### config.mk
export PLATFORM = sky130hd
export DESIGN_NAME = namuru_status_irq
export DESIGN_NICKNAME = d
export VERILOG_FILES = /design/src/rtl/namuru_status_irq.sv
export SDC_FILE = /design/constraint.sdc
export NUM_CORES = 1
export LEC_CHECK = 0
export ABC_AREA = 1
export CAP_MARGIN = 20
export CORE_ASPECT_RATIO = 0.75
export CORE_UTILIZATION = 41
export DETAILED_ROUTE_END_ITERATION = 16
export PLACE_DENSITY = 0.74
export SETUP_SLACK_MARGIN = 0.15
export SLEW_MARGIN = 5
export SYNTH_ARGS = -nofsm -noshare
export SYNTH_HDL_FRONTEND = slang
export SYNTH_SLANG_ARGS = --single-unit
### constraint.sdc
create_clock -name clk -period 1.6 [get_ports clk]
set_input_delay 0.32 -clock clk [delete_from_list [all_inputs] [get_ports clk]]
set_output_delay 0.32 -clock clk [all_outputs]
set_load 0.1 [all_outputs]
### src/rtl/namuru_status_irq.sv
// Status/interrupt block: TIC and accumulation flags, overrun counter and stamp capture.
// Optional feature: define NAMURU_TIC_IRQ_EN to also raise accum_irq on tic_flag.
module namuru_status_irq #(
  parameter int OVF_WIDTH = 8
) (
  input  logic                 clk,
  input  logic                 rstn,
  input  logic                 tic_enable,
  input  logic                 accum_enable,
  input  logic [23:0]          tic_count,
  input  logic                 status_read,
  input  logic                 ovf_clr,
  output logic                 accum_irq,
  output logic [1:0]           status,
  output logic [23:0]          accum_stamp,
  output logic [OVF_WIDTH-1:0] ovf_count
);

  typedef enum logic [0:0] {
    IDLE = 1'b0,
    PEND = 1'b1
  } state_t;

  localparam logic [OVF_WIDTH-1:0] OVF_ZERO = {OVF_WIDTH{1'b0}};
  localparam logic [OVF_WIDTH-1:0] OVF_ONE  = OVF_WIDTH'(1);
  localparam logic [OVF_WIDTH-1:0] OVF_MAX  = {OVF_WIDTH{1'b1}};

  state_t                 state_r, state_s;
  logic                   capture_s;
  logic                   ovf_inc_s;
  logic                   tic_flag_r, tic_flag_s;
  logic                   irq_r, irq_s;
  logic [23:0]            stamp_r;
  logic [OVF_WIDTH-1:0]   ovf_r, ovf_s;

  // Accumulation FSM: a read together with a new event consumes the old one without an overrun
  always_comb begin
    state_s   = state_r;
    capture_s = 1'b0;
    ovf_inc_s = 1'b0;
    case (state_r)
      IDLE: begin
        if (accum_enable) begin
          state_s   = PEND;
          capture_s = 1'b1;
        end else begin
          state_s   = IDLE;
        end
      end
      PEND: begin
        if (accum_enable) begin
          state_s   = PEND;
          capture_s = 1'b1;
          ovf_inc_s = ~status_read;
        end else if (status_read) begin
          state_s   = IDLE;
        end else begin
          state_s   = PEND;
        end
      end
      default: begin
        state_s   = IDLE;
      end
    endcase
  end

  // Saturating overrun counter and TIC flag next-state; set beats clear
  always_comb begin
    ovf_s      = ovf_r;
    tic_flag_s = tic_flag_r;
    if (ovf_clr) begin
      ovf_s = ovf_inc_s ? OVF_ONE : OVF_ZERO;
    end else if (ovf_inc_s && (ovf_r != OVF_MAX)) begin
      ovf_s = ovf_r + OVF_ONE;
    end else begin
      ovf_s = ovf_r;
    end
    if (tic_enable) begin
      tic_flag_s = 1'b1;
    end else if (status_read) begin
      tic_flag_s = 1'b0;
    end else begin
      tic_flag_s = tic_flag_r;
    end
  end

  // The irq register tracks the flags' next values so it rises and falls with them
  always_comb begin
`ifdef NAMURU_TIC_IRQ_EN
    irq_s = (state_s == PEND) | tic_flag_s;
`else
    irq_s = (state_s == PEND);
`endif
  end

  // State registers
  always_ff @(posedge clk or negedge rstn) begin
    if (!rstn) begin
      state_r    <= IDLE;
      tic_flag_r <= 1'b0;
      irq_r      <= 1'b0;
      stamp_r    <= 24'h000000;
      ovf_r      <= OVF_ZERO;
    end else begin
      state_r    <= state_s;
      tic_flag_r <= tic_flag_s;
      irq_r      <= irq_s;
      stamp_r    <= capture_s ? tic_count : stamp_r;
      ovf_r      <= ovf_s;
    end
  end

  assign status      = {tic_flag_r, (state_r == PEND)};
  assign accum_irq   = irq_r;
  assign accum_stamp = stamp_r;
  assign ovf_count   = ovf_r;

endmodule

==> metrics.md, run 1 <==
| Metric | Value |
|---|---|
| Vias | `about 1400` |
| Total DRC errors in the routed layout | `0` |
| Post-Place Setup Slack | `0.0229 ns` |
| Class of the most critical setup path | `flip-flop to output pin` |
| Gp weighted congestion | `0.823` |
| Number of rows in the core area | `18` |
| Part of the Yosys area used for sequential elements | `57.4%` |
| Initial Util | `43.9%` |
| Area of the die | `around 3900 µm²` |
| Layout cells sized above 1 | `28.9%` |
| Worst min-delay path category | `primary input to asynchronous set/reset pin` |
| Setup skew after layout | `about 0.0068 ns` |
| Syn Nets | `between 200 and 250` |
| Status | `finished clean` |
| Inserted Clock Buffers | `5` |
| Vias per std cell | `4.77` |
| Pwr per Cell Area | `about 1000 nW/µm²` |
| Post-route fraction of the period consumed by the critical path | `89.7%` |
| Cell leakage power | `1.35 nW` |
| Biggest area contributors in the synthesized netlist | `sky130_fd_sc_hd__dfrtp_1, sky130_fd_sc_hd__nand2_1, sky130_fd_sc_hd__nand3_1` |
| Period minus WS final | `1.43 ns` |
| Fillers | `199` |
| Final Power | `approximately 2.7 mW` |
| Slew margin rel. | `82.3%` |
| Dominant cell type by area after synthesis | `sky130_fd_sc_hd__dfrtp_1` |
| H-Tree Depth | `2` |
| Startpoint types | `flip-flop` |
| Distinct cells, synth | `21` |
| Global routing usage summed across all routing layers | `23.3%` |
| Fin. Hold Viols | `0` |
| Area Overhead vs Synth | `85.2%` |
| Post-layout worst setup margin | `~0.17 ns` |
| Post-Syn Area | `1480 µm²` |
| Wirelength per Cell | `13.5 µm` |
| Die span in x | `between 70 and 80 µm` |
| Root Buffer | `sky130_fd_sc_hd__clkbuf_8` |
| Arrival time at the worst endpoint | `1.11 ns` |
| Actual slew at the worst max-slew pin | `0.265 ns` |
| Worst hold slack across all endpoints | `0.403 ns` |
| Flip-flop and latch count after synthesis | `34` |
| Core footprint | `3380 µm²` |
| Sum Neg Setup Slack | `0 ns` |
| Initial antenna violation count | `0` |
| Max-slew violation count | `0` |
| Pin count of the biggest net entering global routing | `35` |
| TritonCTS clock tree | `built` |
| Number of DRC violations after detailed-routing iteration 0 | `58` |
| Max IR drop VDD | `777 µV` |
| Port Buffers | `64` |
| Detailed Routing Iterations Pass 1 | `4` |
| Proportion of netlist area held by the largest area contributor | `57.4%` |
| Mapped Cells | `about 180` |
| Vias in the first global route | `1394` |
| ANT nets after route | `0` |
| Congestion Overflow GR | `0` |
| CTS clk-pin slew, worst paths | `~0.070 ns` |
| Avg Cell Area, Syn | `8.19 µm²` |
| RSZ-0062 raised after global routing | `yes` |
| Ant diodes | `0` |
| Hpwl dp | `slightly below 3000 µm` |
| CP endpoint kind | `output pin` |
| Highest achievable clock rate | `about 700 MHz` |
| Total clock sinks | `34` |
| Total wire length after detailed routing | `between 4000 and 5000 µm` |
| Yosys warns | `0` |
| Commonest cells after routing, fill and taps aside | `sky130_fd_sc_hd__nand2_1, sky130_fd_sc_hd__buf_12, sky130_fd_sc_hd__clkdlybuf4s50_1` |
| Nets | `286` |
| Crit path required time | `1.28 ns` |
| Buffer depth of the longest clock path | `2` |
| Ports | `65` |
| Maximum fanout along the worst path | `5` |
| First-pass GRT wire length | `6490 µm` |
| Commonest non-fill, non-tap cell in the layout | `sky130_fd_sc_hd__nand2_1` |
| Clock insertion delay at the later pin of the skew report | `0.29 ns` |
| DIE HEIGHT | `approximately 54 µm` |
| Final setup violation count | `0` |
| Max-cap viol count | `0` |
logic make-up after synthesis:
kind of cell,synth area share (%)
compound gates,2.62
simple gates,33.1
buf+inv,5.48
fa+ha+maj,0.844
xor+xnor,0.591
flops,57.4
report_power, final:
| group | total (mW) | switching, mW | internal [mW] |
|---|---|---|---|
| sequential | 1.00 | 0.0751 | 0.926 |
| clock | 0.741 | 0.306 | 0.434 |
| combinational | 0.995 | 0.625 | 0.369 |
timing repair:
action                                  4_1_cts  5_1_grt
hold buffers                                  0        0
endpoints found under the setup margin        0        5
setup buffers                                 0        2
resized for setup                             0        2
final timing paths:
check | endpoint | startpoint | slack [ns] | cells past startpoint
worst max-delay path | ovf_count[0] | ovf_count[0] | 0.17 | 2
worst min-delay path | accum_stamp[13] | rstn | 0.40 | 2
worst max register to register | ovf_count[7] | ovf_count[0] | 0.23 | 9
worst min register to register | accum_stamp[17] | accum_stamp[17] | 0.53 | 2
max in group asynchronous | ovf_count[1] | rstn | 1.01 | 2
min in group clk | accum_stamp[17] | accum_stamp[17] | 0.53 | 2
critical path, stage by stage, from the launching register on:
cell,delay (ns)
sky130_fd_sc_hd__dfrtp_4,0.51
sky130_fd_sc_hd__buf_4,0.16
sky130_fd_sc_hd__buf_12,0.16
per-layer routing:
metal	part of all wire (%)	up-vias	track usage (%)	wire length, µm
li1	-	701	-	-
met1	42	652	27.9	1670
met2	51	51	40.3	2020
met3	6.1	7	6.55	244
met4	1.5	0	10.0	59
met5	0	-	0	0
flip-flops by register name, indices dropped and copies added, names as in the netlist:
signal,flops
accum_stamp,24
ovf_count,8
tic_flag_r,1
accum_irq,1
metrics by stage:
stage          util [%]  area (µm²)  std cells
5_1_grt            81.3        2750        296
2_1_floorplan         -        1520        181
3_5_place_dp       77.3        2610        286
3_3_place_gp       77.3        2610        286
6_report           81.3        2750        296
4_1_cts            80.6        2720        294
cell usage after synthesis, drive strengths merged:
| master | instances |
|---|---|
| ha | 1 |
| a21oi | 3 |
| nor3 | 1 |
| nand4 | 2 |
| clkbuf | 4 |
| nor2 | 8 |
| nand3 | 6 |
| xor2 | 1 |
| o21bai | 1 |
| clkinv | 1 |
| a21o | 1 |
| dfrtp | 34 |
| inv | 10 |
| nand2 | 104 |
| o2111ai | 1 |
| buf | 3 |
layout make-up:
cell class	count	area, µm²	share of cell area, %
multi-input cells	129	577	21.0
repair buffers	74	1090	39.7
well taps	40	50.0	1.82
clock buffers	8	110	4.01
inverters	11	46.3	1.69
flip-flops and latches	34	872	31.8
Power figures use the tool's default switching activity.
==> run 2: changes to the inputs <==
--- a/config.mk
+++ b/config.mk
@@ -6,12 +6,11 @@
 export NUM_CORES = 1
 export LEC_CHECK = 0
 export ABC_AREA = 1
-export CAP_MARGIN = 20
 export CORE_ASPECT_RATIO = 0.75
 export CORE_UTILIZATION = 41
 export DETAILED_ROUTE_END_ITERATION = 16
 export PLACE_DENSITY = 0.74
-export SETUP_SLACK_MARGIN = 0.15
+export SETUP_SLACK_MARGIN = 0.05
 export SLEW_MARGIN = 5
 export SYNTH_ARGS = -nofsm -noshare
 export SYNTH_HDL_FRONTEND = slang
==> metrics.md, run 2 (synthesized netlist as in run 1, its figures left out) <==
| Metric | Value |
|---|---|
| Period minus WS final | `1.47 ns (+0.0309 ns)` |
| Sum Neg Setup Slack | `0 ns (unchanged)` |
| Total DRC errors in the routed layout | `0 (unchanged)` |
| Fillers | `233 (+17%)` |
| Vias per std cell | `4.76 (-0.17%)` |
| Crit path required time | `1.76 ns (+0.48 ns)` |
| Ports | `65 (unchanged)` |
| Number of rows in the core area | `18 (unchanged)` |
| Buffer depth of the longest clock path | `2 (unchanged)` |
| Commonest cells after routing, fill and taps aside | `sky130_fd_sc_hd__nand2_1, sky130_fd_sc_hd__buf_12, sky130_fd_sc_hd__clkdlybuf4s50_1` |
| Vias | `1380 (-2.2%)` |
| TritonCTS clock tree | `built` |
| CTS clk-pin slew, worst paths | `0.07 ns (about the same)` |
| Terminus of the critical flop-to-flop path | `ovf_count[0]` |
| Port Buffers | `64 (unchanged)` |
| Vias in the first global route | `1363 (-2.2%)` |
| Beginning of the worst register-to-register path | `ovf_count[0]` |
| Class of the most critical setup path | `flip-flop to flip-flop` |
| Comb pwr share | `36.9% (+0.5 points)` |
| Slew margin rel. | `73.1% (-9.2 points)` |
| Hpwl dp | `2870 µm (-2.1%)` |
| Footprint of the multi-input gates | `553 µm² (-4.1%)` |
| Max-cap viol count | `0 (unchanged)` |
| Area after DPL | `2550 µm² (-2.5%)` |
| Number of cells on the worst reg-to-reg path | `9 (unchanged)` |
| Die span in x | `71.4 µm (unchanged)` |
| Initial Util | `43.9% (unchanged)` |
| H-Tree Depth | `2 (unchanged)` |
| Actual slew at the worst max-slew pin | `0.402 ns (+0.137 ns)` |
| Fin. Hold Viols | `0 (unchanged)` |
| Max-slew violation count | `0 (unchanged)` |
| Switching power as a share of total power | `37.9% (+1.1 points)` |
| Initial antenna violation count | `0 (unchanged)` |
| Internal power contribution | `1.62 mW (-6.0%)` |
| Number of DRC violations after detailed-routing iteration 0 | `64 (+10%)` |
| Ant diodes | `0 (unchanged)` |
| Post_cts resized | `0 (unchanged)` |
| Layout cells sized above 1 | `25.6% (-3.3 points)` |
| RSZ-0062 raised after global routing | `no` |
| Count of hold-fix buffers inserted at cts | `0 (unchanged)` |
| Total wire length after detailed routing | `3850 µm (-3.8%)` |
| Gp weighted congestion | `0.873 (+6.1%)` |
| Worst hold slack across all endpoints | `0.399 ns (-0.00391 ns)` |
| Highest achievable clock rate | `682 MHz (-2.1%)` |
| CP endpoint kind | `flip-flop` |
| Core footprint | `3380 µm² (unchanged)` |
| Part of the total power dissipated in the clock network | `24.8% (-2.3 points)` |
| Startpoint types | `flip-flop` |
| Congestion Overflow GR | `0 (unchanged)` |
| ANT nets after route | `0 (unchanged)` |
| Wirelength per Cell | `13.3 µm (-1.8%)` |
| Nets | `280 (-2.1%)` |
| Status | `finished clean` |
| Area of the die | `3860 µm² (unchanged)` |
| Area of all sequential standard cells | `867 µm² (-0.57%)` |
| Area Overhead vs Synth | `78.1%` |
| Commonest non-fill, non-tap cell in the layout | `sky130_fd_sc_hd__nand2_1` |
| Max IR drop VDD | `676 µV (-13%)` |
| Share of the core filled with cells | `78.2% (-3.1 points)` |
| Inserted Clock Buffers | `5 (unchanged)` |
| Pwr per Cell Area | `991 nW/µm² (-0.52%)` |
| Total clock sinks | `34 (unchanged)` |
| Final setup violation count | `0 (unchanged)` |
| Post-route fraction of the period consumed by the critical path | `91.6% (+1.9 points)` |
| Max FFs per register | `24 (unchanged)` |
| Flop pwr share | `38.3% (+1.7 points)` |
| DIE HEIGHT | `54.1 µm (unchanged)` |
| Setup fix buffers added after clock tree synthesis | `0 (unchanged)` |
| Detailed Routing Iterations Pass 1 | `4 (unchanged)` |
| Clock insertion delay at the later pin of the skew report | `0.29 ns (about the same)` |
| Worst min-delay path category | `primary input to asynchronous set/reset pin` |
| P_sw | `993 µW (-1.4%)` |
| Maximum fanout along the worst path | `7 (+2)` |
| Global routing usage summed across all routing layers | `22.1% (-1.2 points)` |
| Arrival time at the worst endpoint | `1.63 ns (+0.52 ns)` |
| Setup skew after layout | `0.0117 ns (+0.00484 ns)` |
| Root Buffer | `sky130_fd_sc_hd__clkbuf_8` |
| Final cell area excluding filler cells | `2640 µm² (-3.8%)` |
| Cell leakage power | `1.30 nW (-4.3%)` |
| R2R setup slack | `0.13 ns (-0.10 ns)` |
| Pin count of the biggest net entering global routing | `35 (unchanged)` |
| First-pass GRT wire length | `6180 µm (-4.9%)` |
[run 2: changes by cell type in the layout (fill, tap and decap cells not counted), moves of 2 or more]
cell | before | now
sky130_fd_sc_hd__buf_4 | 8 | 3
sky130_fd_sc_hd__clkbuf_8 | 8 | 6
sky130_fd_sc_hd__dfrtp_2 | 5 | 7
sky130_fd_sc_hd__dfrtp_4 | 4 | 2
[run 2: layout make-up]
| type | count | share of cell area, % |
|---|---|---|
| Timing Repair Buffer | 68 | 39.1 |
| Sequential cell | 34 | 32.8 |
| Multi-Input combinational cell | 129 | 20.9 |
| Clock buffer | 7 | 3.27 |
| Tap cell | 40 | 1.89 |
| Inverter | 11 | 1.75 |
| Clock inverter | 1 | 0.189 |
[run 2: per-stage QoR]
stage | setup WS (ns) | cells | total power [mW]
after floorplan | 0.0658 | 181 | 1.55
after global placement | 0.0934 | 282 | 1.98
after detailed placement | 0.0380 | 282 | 1.99
after CTS | 0.108 | 290 | 2.64
after global routing | 0.0780 | 290 | 2.71
final | 0.134 | 290 | 2.62
[run 2: power groups by stage]
stage               Clock [mW]  Sequential (mW)  Combinational [mW]
floorplan                    0             1.43               0.123
global placement             0             1.01               0.963
detailed placement           0             1.02               0.973
CTS                      0.666             1.00               0.975
global route             0.705             1.01                1.00
finish                   0.649             1.00               0.967
[run 2: layer usage]
layer | vias to the layer above | track usage [%] | share of wire [%]
li1 | 687 | - | -
met1 | 638 | 24.9 | 44
met2 | 51 | 38.7 | 49
met3 | 4 | 7.87 | 5.7
met4 | 0 | 10.0 | 1.2
met5 | - | 0 | 0
[run 2: worst max-delay path: stages (launching register included)]
cell,delay (ns)
sky130_fd_sc_hd__dfrtp_4,0.51
sky130_fd_sc_hd__ha_1,0.24
sky130_fd_sc_hd__nand2_2,0.10
sky130_fd_sc_hd__nor2_1,0.06
sky130_fd_sc_hd__nand2_2,0.09
sky130_fd_sc_hd__nand2_2,0.06
sky130_fd_sc_hd__nand2_4,0.08
sky130_fd_sc_hd__clkinv_4,0.08
sky130_fd_sc_hd__nand2_1,0.06
sky130_fd_sc_hd__nand2_1,0.06
[run 2: worst max-delay path by stage]
stage	from	end	slack [ns]	cells after the start
final	ovf_count[0]	ovf_count[0]	0.13	9
after global routing	ovf_count[0]	ovf_count[0]	0.08	9
after CTS	ovf_count[0]	ovf_count[0]	0.11	9
after detailed placement	accum_enable	ovf_count[0]	0.04	8
after global placement	accum_enable	ovf_count[4]	0.09	8
after floorplan	ovf_count[1]	ovf_count[3]	0.07	9
==> run 3: changes to the inputs <==
--- a/config.mk
+++ b/config.mk
@@ -10,7 +10,7 @@
 export CORE_UTILIZATION = 41
 export DETAILED_ROUTE_END_ITERATION = 16
 export PLACE_DENSITY = 0.74
-export SETUP_SLACK_MARGIN = 0.05
+export SETUP_SLACK_MARGIN = 0.4
 export SLEW_MARGIN = 5
 export SYNTH_ARGS = -nofsm -noshare
 export SYNTH_HDL_FRONTEND = slang
==> metrics.md, run 3 (synthesized netlist as in run 1, its figures left out) <==
| Metric | Value |
|---|---|
| Startpoint types | `flip-flop` |
| Max IR drop VDD | `634 µV (-6.2%)` |
| Fillers | `174 (-25%)` |
| Area after DPL | `2610 µm² (+2.3%)` |
| Maximum fanout along the worst path | `3 (-4)` |
| RSZ-0062 raised after global routing | `yes` |
| Worst hold slack across all endpoints | `0.402 ns (+0.00304 ns)` |
| Total clock sinks | `34 (unchanged)` |
| Wirelength per Cell | `13.6 µm (+2.1%)` |
| Share of the core filled with cells | `85.0% (+6.9 points)` |
| Die span in x | `71.4 µm (unchanged)` |
| Commonest cells after routing, fill and taps aside | `sky130_fd_sc_hd__nand2_1, sky130_fd_sc_hd__buf_12, sky130_fd_sc_hd__clkdlybuf4s50_1` |
| Gp weighted congestion | `0.882 (+0.97%)` |
| Number of instances in the placed design | `282 (unchanged)` |
| Total DRC errors in the routed layout | `0 (unchanged)` |
| Max-slew violation count | `0 (unchanged)` |
| Fin. Hold Viols | `0 (unchanged)` |
| Final Power | `2.67 mW (+2.0%)` |
| Congestion Overflow GR | `0 (unchanged)` |
| Status | `finished clean` |
| Area of the die | `3860 µm² (unchanged)` |
| Final setup violation count | `0 (unchanged)` |
| Post-Place Setup Slack | `0.0302 ns (-0.00773 ns)` |
| Total wire length after detailed routing | `4110 µm (+6.7%)` |
| Vias in the first global route | `1460 (+7.1%)` |
| Pin count of the biggest net entering global routing | `35 (unchanged)` |
| Slew margin rel. | `82.2% (+9.1 points)` |
| Setup skew after layout | `0.00256 ns (-0.00909 ns)` |
| Sum Neg Setup Slack | `0 ns (unchanged)` |
| Inserted Clock Buffers | `5 (unchanged)` |
| Clock insertion delay at the later pin of the skew report | `0.28 ns (about the same)` |
| Vias per std cell | `4.83 (+1.6%)` |
| Ant diodes | `0 (unchanged)` |
| Period minus WS final | `1.33 ns (-0.132 ns)` |
| ANT nets after route | `0 (unchanged)` |
| Initial antenna violation count | `0 (unchanged)` |
| Crit path required time | `1.81 ns (+0.05 ns)` |
| Post-Layout Cell Count | `303 (+4.5%)` |
| Cell leakage power | `1.36 nW (+4.6%)` |
| H-Tree Depth | `2 (unchanged)` |
| CTS clk-pin slew, worst paths | `0.07 ns (about the same)` |
| First-pass GRT wire length | `6550 µm (+6.0%)` |
| Wire length on met3 | `276 µm (+27%)` |
| Highest achievable clock rate | `750 MHz (+9.9%)` |
| TritonCTS clock tree | `built` |
| Hpwl dp | `2730 µm (-5.0%)` |
| Post-route fraction of the period consumed by the critical path | `83.4% (-8.2 points)` |
| Post-layout worst setup margin | `0.266 ns (+0.132 ns)` |
| Pwr per Cell Area | `929 nW/µm² (-6.2%)` |
| DIE HEIGHT | `54.1 µm (unchanged)` |
| Commonest non-fill, non-tap cell in the layout | `sky130_fd_sc_hd__nand2_1` |
| Vias | `1465 (+6.2%)` |
| Nets | `293 (+4.6%)` |
| Number of DRC violations after detailed-routing iteration 0 | `68 (+6.3%)` |
| Highest layer used for signal routing | `met4` |
| Core footprint | `3380 µm² (unchanged)` |
| Class of the most critical setup path | `flip-flop to flip-flop` |
| Area Overhead vs Synth | `93.8%` |
| Max-cap viol count | `0 (unchanged)` |
| Number of rows in the core area | `18 (unchanged)` |
| Final cell area excluding filler cells | `2870 µm² (+8.8%)` |
| Layout cells sized above 1 | `44.9% (+19 points)` |
| Worst min-delay path category | `primary input to asynchronous set/reset pin` |
| Max FFs per register | `24 (unchanged)` |
| Global routing usage summed across all routing layers | `23.0% (+0.94 points)` |
| Post-route met1 wirelength | `1720 µm (+1.8%)` |
| Buffer depth of the longest clock path | `2 (unchanged)` |
| CP endpoint kind | `flip-flop` |
| Ports | `65 (unchanged)` |
| Initial Util | `43.9% (unchanged)` |
| Actual slew at the worst max-slew pin | `0.267 ns (-0.136 ns)` |
| Root Buffer | `sky130_fd_sc_hd__clkbuf_8` |
| Port Buffers | `64 (unchanged)` |
| Detailed Routing Iterations Pass 1 | `4 (unchanged)` |
| WL met2 | `2070 µm (+8.8%)` |
| Arrival time at the worst endpoint | `1.54 ns (-0.09 ns)` |
[run 3: cell count changes in the layout (fill, tap and decap cells not counted), moves of 2 or more]
cell                      change
sky130_fd_sc_hd__dfrtp_2     +20
sky130_fd_sc_hd__nand3_2      +2
sky130_fd_sc_hd__nand2_2      +7
sky130_fd_sc_hd__nand3_1      -3
sky130_fd_sc_hd__buf_4       +10
sky130_fd_sc_hd__a21oi_1      -2
sky130_fd_sc_hd__nand2_1      -8
sky130_fd_sc_hd__dfrtp_1     -24
sky130_fd_sc_hd__a21oi_2      +2
sky130_fd_sc_hd__nor2_1       -2
sky130_fd_sc_hd__buf_6        +3
sky130_fd_sc_hd__dfrtp_4      +4
[run 3: worst paths after layout]
check                      slack, ns      startpoint  depth (start not counted)               to
max in group asynchronous       1.00            rstn                          2     ovf_count[4]
setup reg to reg                0.27    ovf_count[1]                          9     ovf_count[5]
hold reg to reg                 0.51  accum_stamp[2]                          2   accum_stamp[2]
setup / recovery                0.27    ovf_count[1]                          9     ovf_count[5]
hold / removal                  0.40            rstn                          2  accum_stamp[12]
min in group clk                0.51  accum_stamp[2]                          2   accum_stamp[2]
[run 3: repair_timing]
action / in CTS / in global routing
hold buffers: 0 / 0
gates resized for setup: 8 / 15
pin swaps: 6 / 5
setup endpoints to repair: 67 / 58
buffers inserted: 12 / 1
[run 3: worst max-delay path, cell delays in order, from the launching register on]
cell	delay, ns
sky130_fd_sc_hd__dfrtp_4	0.52
sky130_fd_sc_hd__ha_4	0.19
sky130_fd_sc_hd__nand2_4	0.09
sky130_fd_sc_hd__nor2_4	0.04
sky130_fd_sc_hd__nand2_2	0.07
sky130_fd_sc_hd__buf_4	0.11
sky130_fd_sc_hd__nand3_2	0.05
sky130_fd_sc_hd__nand2_1	0.07
sky130_fd_sc_hd__inv_1	0.04
sky130_fd_sc_hd__nor2_1	0.09
[run 3: final cells by class]
class,instances,area (µm²),area share [%]
Sequential cell,34,907,31.6
Multi-Input combinational cell,129,631,22.0
Tap cell,40,50.0,1.74
Inverter,11,51.3,1.79
Timing Repair Buffer,81,1140,39.8
Clock buffer,7,86.3,3.01
Clock inverter,1,5.00,0.174
[run 3: where the power goes]
group	internal, mW	switching, mW	total, mW	leakage, nW
Sequential	0.937	0.0754	1.01	0.382
Combinational	0.378	0.635	1.01	0.925
Clock	0.347	0.298	0.645	0.0482
Total	1.66	1.01	2.67	1.36
[run 3: layer usage]
metal	GRT usage, %	up-vias
li1	-	712
met1	28.2	682
met2	39.2	65
met3	7.30	6
met4	8.00	0
met5	0	-
